### src/rtl/branch_predictor.sv
// rtl/branch_predictor.sv - bimodal 2-bit BHT plus direct-mapped BTB predictor feeding the branch queue
module branch_predictor #(
  parameter int XLEN           = 32,
  parameter int ID_W           = 6,
  parameter int BQID_W         = 4,
  parameter int NR_BHT_ENTRIES = 64,
  parameter int NR_BTB_ENTRIES = 32,
  parameter int BTB_TAG_W      = 12
) (
  input  logic              clk,
  input  logic              rst,
  input  logic              req_valid,
  output logic              req_ready,
  input  logic [XLEN-1:0]   req_pc,
  input  logic [ID_W-1:0]   req_id,
  input  logic              req_rvc,
  input  logic              req_uncond,
  output logic              pred_valid,
  output logic              pred_taken,
  output logic [XLEN-1:0]   pred_pcnext,
  output logic              bq_push_valid,
  input  logic              bq_push_ready,
  output logic              bq_push_taken,
  output logic [XLEN-1:0]   bq_push_pcnext,
  output logic [XLEN-1:0]   bq_push_pc,
  output logic [ID_W-1:0]   bq_push_id,
  input  logic [BQID_W-1:0] bq_push_bqid,
  output logic [BQID_W-1:0] pred_bqid,
  input  logic              train_valid,
  input  logic [XLEN-1:0]   train_pc,
  input  logic              train_taken,
  input  logic [XLEN-1:0]   train_target,
  input  logic              train_missp,
  input  logic              squash_valid,
  output logic [31:0]       miss_cnt
);

  localparam int BHT_IW = $clog2(NR_BHT_ENTRIES);
  localparam int BTB_IW = $clog2(NR_BTB_ENTRIES);
  localparam int INIT_N = (NR_BHT_ENTRIES > NR_BTB_ENTRIES) ? NR_BHT_ENTRIES : NR_BTB_ENTRIES;
  localparam int INIT_W = $clog2(INIT_N);

  typedef enum logic {S_INIT, S_RUN} state_t;

  state_t              state;
  logic [INIT_W-1:0]   init_idx;

  logic [1:0]           bht        [NR_BHT_ENTRIES];
  logic                 btb_valid  [NR_BTB_ENTRIES];
  logic [BTB_TAG_W-1:0] btb_tag    [NR_BTB_ENTRIES];
  logic [XLEN-1:0]      btb_target [NR_BTB_ENTRIES];

  logic                 oreg_valid;
  logic                 oreg_taken;
  logic [XLEN-1:0]      oreg_pcnext;
  logic [XLEN-1:0]      oreg_pc;
  logic [ID_W-1:0]      oreg_id;

  logic [BHT_IW-1:0]    req_bht_idx;
  logic [BTB_IW-1:0]    req_btb_idx;
  logic [BTB_TAG_W-1:0] req_tag;
  logic                 lk_hit;
  logic                 lk_taken;
  logic [XLEN-1:0]      lk_fall;
  logic [XLEN-1:0]      lk_pcnext;

  logic [BHT_IW-1:0]    train_bht_idx;
  logic [BTB_IW-1:0]    train_btb_idx;
  logic [BTB_TAG_W-1:0] train_tag;
  logic [1:0]           train_ctr;
  logic [1:0]           train_ctr_next;

  logic                 push_fire;
  logic                 req_fire;
  logic                 unused_pc_bits;

  // Lookup reads the tables as they stand before this edge's training write
  assign req_bht_idx = req_pc[1 +: BHT_IW];
  assign req_btb_idx = req_pc[1 +: BTB_IW];
  assign req_tag     = req_pc[1 + BTB_IW +: BTB_TAG_W];
  assign lk_hit      = btb_valid[req_btb_idx] && (btb_tag[req_btb_idx] == req_tag);
  assign lk_taken    = req_uncond || (bht[req_bht_idx][1] && lk_hit);
  assign lk_fall     = req_pc + (req_rvc ? XLEN'(2) : XLEN'(4));
  assign lk_pcnext   = (lk_taken && lk_hit) ? btb_target[req_btb_idx] : lk_fall;

  assign train_bht_idx  = train_pc[1 +: BHT_IW];
  assign train_btb_idx  = train_pc[1 +: BTB_IW];
  assign train_tag      = train_pc[1 + BTB_IW +: BTB_TAG_W];
  assign train_ctr      = bht[train_bht_idx];
  assign train_ctr_next = train_taken ? ((train_ctr == 2'd3) ? 2'd3 : train_ctr + 2'd1)
                                      : ((train_ctr == 2'd0) ? 2'd0 : train_ctr - 2'd1);

  // A squash suppresses the push in its own cycle and blocks new requests
  assign bq_push_valid  = oreg_valid && !squash_valid;
  assign push_fire      = bq_push_valid && bq_push_ready;
  assign req_ready      = (state == S_RUN) && (!oreg_valid || bq_push_ready) && !squash_valid;
  assign req_fire       = req_valid && req_ready;
  assign pred_valid     = push_fire;
  assign pred_bqid      = push_fire ? bq_push_bqid : '0;
  assign pred_taken     = oreg_taken;
  assign pred_pcnext    = oreg_pcnext;
  assign bq_push_taken  = oreg_taken;
  assign bq_push_pcnext = oreg_pcnext;
  assign bq_push_pc     = oreg_pc;
  assign bq_push_id     = oreg_id;
  assign unused_pc_bits = ^{req_pc, train_pc};

  // Table storage: swept clean during INIT, trained from commit during RUN
  always_ff @(posedge clk) begin
    if (!rst) begin
      if (state == S_INIT) begin
        bht[init_idx[BHT_IW-1:0]]       <= 2'b01;
        btb_valid[init_idx[BTB_IW-1:0]] <= 1'b0;
      end else if (train_valid) begin
        bht[train_bht_idx] <= train_ctr_next;
        if (train_taken) begin
          btb_valid[train_btb_idx]  <= 1'b1;
          btb_tag[train_btb_idx]    <= train_tag;
          btb_target[train_btb_idx] <= train_target;
        end
      end
    end
  end

  // Control FSM, output register and misprediction counter
  always_ff @(posedge clk) begin
    if (rst) begin
      state       <= S_INIT;
      init_idx    <= '0;
      oreg_valid  <= 1'b0;
      oreg_taken  <= 1'b0;
      oreg_pcnext <= '0;
      oreg_pc     <= '0;
      oreg_id     <= '0;
      miss_cnt    <= '0;
    end else begin
      case (state)
        S_INIT: begin
          init_idx <= init_idx + 1'b1;
          if (init_idx == INIT_W'(INIT_N - 1)) state <= S_RUN;
        end
        S_RUN: begin
          if (train_valid && train_missp) miss_cnt <= miss_cnt + 32'd1;
          if (squash_valid) begin
            oreg_valid <= 1'b0;
          end else if (req_fire) begin
            oreg_valid  <= 1'b1;
            oreg_taken  <= lk_taken;
            oreg_pcnext <= lk_pcnext;
            oreg_pc     <= req_pc;
            oreg_id     <= req_id;
          end else if (push_fire) begin
            oreg_valid <= 1'b0;
          end
        end
        default: state <= S_INIT;
      endcase
    end
  end

endmodule

### config.mk
export PLATFORM = sky130hd
export DESIGN_NAME = branch_predictor
export DESIGN_NICKNAME = d
export VERILOG_FILES = /design/src/rtl/branch_predictor.sv
export SDC_FILE = /design/constraint.sdc
export NUM_CORES = 2
export LEC_CHECK = 0
export BUFFER_PORTS_ARGS = -buffer_cell sky130_fd_sc_hd__buf_4
export CORE_ASPECT_RATIO = 1.4
export CORE_MARGIN = 10
export CORE_UTILIZATION = 40
export CTS_BUF_LIST = sky130_fd_sc_hd__clkbuf_4 sky130_fd_sc_hd__clkbuf_8
export CTS_CLUSTER_SIZE = 30
export DETAILED_ROUTE_END_ITERATION = 12
export GPL_ROUTABILITY_DRIVEN = 1
export PLACE_DENSITY = 0.63
export SETUP_SLACK_MARGIN = 0.3
export SLEW_MARGIN = 20
export SYNTH_ARGS = -nofsm -noshare
export SYNTH_HDL_FRONTEND = slang
export SYNTH_SLANG_ARGS = --single-unit
### constraint.sdc
create_clock -name clk -period 6.3 [get_ports clk]
set_input_delay 0.315 -clock clk [delete_from_list [all_inputs] [get_ports clk]]
set_output_delay 0.315 -clock clk [all_outputs]
set_load 0.005 [all_outputs]
==> metrics.md <==
| Metric | Value |
|---|---|
| IO buf count | around 240 |
| Vias in the first global route | 37,100 |
| Synth top area share | ~71% |
| Reg2reg path depth | 10 |
| First-pass GRT wire length | approximately 260 mm |
| Most common cell on crit path | buf_4 |
| TritonCTS clock tree | built |
| R2R setup slack | around 2.0 ns |
| Asr flop ratio synth | 0% |
| VDD IR max | between 0.0002 and 0.00025 V |
| CP Max Fanout | 59 |
| Drt wl/cell | approximately 29 um |
| Remaining DRCs | 0 |
| All-layer global routing usage | 19.4% |
| Maxcap violations | 0 |
| Min-Delay Path Class | in -> reg |
| Sequential-to-total area share from yosys stat | roughly three quarters |
| Final period util | between 70% and 80% |
| Synth warn | 0 |
| WS Path Type | in -> reg |
| Largest net degree at the start of global routing | a little over 80 |
| CP max-delay cell | a2111oi_1 |
| Area grow syn2layout | 16.4% |
| Core region area | approximately 0.17 mm2 |
| Clk slew on worst S/H paths | roughly 0.06 ns |
| Worst-Margin Slew | between 1 and 1.5 ns |
| Power after layout | between 20 and 25 mW |
| Post-synth top flop | edfxtp_1 |
| Startpoint Class | input port |
| Worst r2r src | btb_tag[5][3] |
| Final Hold Viols | 0 |
| Worst path required time | 7.23 ns |
| Final Slew Violations | 0 |
| Die W | about 360 um |
| Post-Syn Nets | 3,533 |
| R2r endpoint | bq_push_pcnext[0] |
| Fin crit period | 4.94 ns |
| Post-synth EDFFs | between 1,500 and 2,000 |
| Post-synth cell types | 62 |
| Slew HR | 20.2% |
| H-tree Lvls | 5 |
| Most frequent cells after synthesis | edfxtp_1, mux4_2, nand2_1 |
| I/O pins | 259 |
| CP max stage delay | around 0.98 ns |
| Setup bufs post-CTS | 0 |
| Setup TNS | 0 ns |
| RSZ-0062 raised after global routing | false |
| Initial drt markers | about 4,000 |
| Peak Freq | about 0.20 GHz |
| Synthesized instance count | around 3,400 |
| Biggest area consumer among synthesized cells | edfxtp_1 |
| CTS max path bufs | 4 |
| Worst Hold Launch | req_pc[3] |
| Root Driver | clkbuf_8 |
| Vias | ~36,000 |
| # setup viols final | 0 |
| Die height | approximately 500 um |
| Outcome | complete, no violations |
| Fin Clk Skew | around 0.1 ns |
| Post-route ant nets | 0 |
| Initial antenna violation count | 10 |
| DP Cell Count | 5,663 |
| CP Data Arrival Time | about 6 ns |
| Aggregate global routing overflow | 0 |
| Static Leakage | between 20 and 30 nW |
| Final Net Count | around 4,000 |
| Clock sink count | ~1,700 |
| Mean Syn Cell Area | between 15 and 20 um2 |
| Mapped Area | 0.0666 mm2 |
| CTS Buf Count | ~270 |
| Site Rows | 177 |
| WHS Endpoint | bq_push_pc[3] |
| DR pass1 iterations | 7 |
| Initial Util | 40.1% |
| Worst-Skew Late Latency | 1.01 ns |
| Most frequent cell after synthesis | edfxtp_1 |
| Die footprint | 0.183 mm2 |
| #FFs+latches synth | roughly 1,700 |
| Total wire length | 179 mm |
| Worst Hold Path Cells | 3 |
| Share of layout cells above drive strength 1 | approximately 31% |
| Hpwl dp | around 110 mm |
| Non-filler cells in the finished layout | 6,242 |
| Synth top area cells | edfxtp_1, mux4_2, dfxtp_1 |
| Worst path cell trace | dlygate4sd3_1 > buf_8 > buf_4 > mux4_2 > a2111oi_0 > nor3_1 > nor4b_1 > nand4_1 > buf_4 > a2111oi_1 > o21ai_0 > a21oi_1 |
| Crit path capture type | register |
| PD cells | about 290 mW/mm2 |
| Routed vias/inst | ~5.7 |
| Routability congestion estimate | between 0.7 and 0.8 |
[area by class of cell]
| class | count | area [um2] |
|---|---|---|
| clock inverter | 102 | 647 |
| clock buffer | 361 | 4460 |
| inverter | 10 | 43.8 |
| tap | 2148 | 2690 |
| fill | 13800 | 88400 |
| timing repair buffer | 443 | 3980 |
| sequential | 1679 | 49300 |
| antenna | 4 | 10.0 |
| multi-input combinational | 1495 | 16400 |
[flip-flops by register name (all words and copies together), names as in the netlist, 32 cells and up]
signal	cells
btb_target	1024
btb_tag	384
bht	128
bq_push_pc	32
bq_push_pcnext	32
btb_valid	32
miss_cnt	32
[critical path: cells and delay by family]
kind | cells | cell delay (ns)
AOI/OAI and AO/OA | 4 | 1.90
buffers and inverters | 4 | 2.23
muxes | 1 | 0.41
and+or+nand+nor | 3 | 0.89
[how the worst max path moves through the flow]
| stage | endpoint | cells past startpoint | from |
|---|---|---|---|
| 2_1_floorplan | bht[0][0] | 9 | train_pc[1] |
| 3_3_place_gp | bq_push_pcnext[0] | 12 | req_pc[2] |
| 3_5_place_dp | bq_push_pcnext[1] | 12 | req_pc[1] |
| 4_1_cts | bq_push_pcnext[1] | 12 | req_pc[2] |
| 5_1_grt | bq_push_pcnext[0] | 12 | req_pc[2] |
| 6_report | bq_push_pcnext[0] | 12 | req_pc[2] |
[stage by stage]
stage	utilization, %	hold slack, ns	instance area (um2)	setup WS (ns)
finish	46.7	0.104	77500	1.36
global route	46.7	0.0837	77500	1.14
CTS	46.7	0.00294	77500	1.42
detailed placement	43.0	0.448	71300	0.972
global placement	42.9	0.442	71100	0.786
floorplan	-	0.414	66600	0.418
[cells in the final DEF (no fill, tap or decap), types with 16 or more instances in the layout]
master	count
a21oi_1	83
clkbuf_8	281
o22ai_1	20
dlygate4sd3_1	111
nand2_1	286
o211ai_1	29
nor2_1	164
dfxtp_1	111
edfxtp_1	1568
nand3_1	34
xnor2_1	25
clkbuf_4	81
and3_1	16
mux4_2	448
a22o_1	18
o31ai_1	30
mux2i_1	66
clkinv_1	54
xor2_1	39
nor2_4	33
clkinv_2	32
buf_4	305
buf_12	17
[power breakdown]
part | internal [mW] | switching, mW
Combinational | 0.440 | 0.663
Sequential | 12.2 | 0.00446
Clock | 4.89 | 4.22
[logic make-up (layout without fill, tap and decap cells)]
kind of cell             after synthesis  in the layout  synth area share [%]
AO/OA/AOI/OAI                        267            267                  2.74
XOR/XNOR                              64             64                 0.842
adder cells (fa/ha/maj)                5              5                 0.105
buffers and inverters                238            916                  1.80
flip-flops                          1679           1679                  74.0
multiplexers                         527            527                  16.4
other                                  0              4                     0
AND/OR/NAND/NOR                      632            632                  4.11
[per-layer routing]
layer,GRT usage [%],vias up,part of all wire [%]
li1,-,14900,-
met1,25.4,18800,39
met2,32.4,1602,50
met3,4.20,301,8.6
met4,5.57,6,2.3
met5,0,-,0.023
[repair_timing]
action	CTS	global route
gates resized for setup	0	0
setup endpoints to repair	0	0
hold endpoints to repair	1540	0
hold buffers	111	0
(Power assumes the default switching activity.)
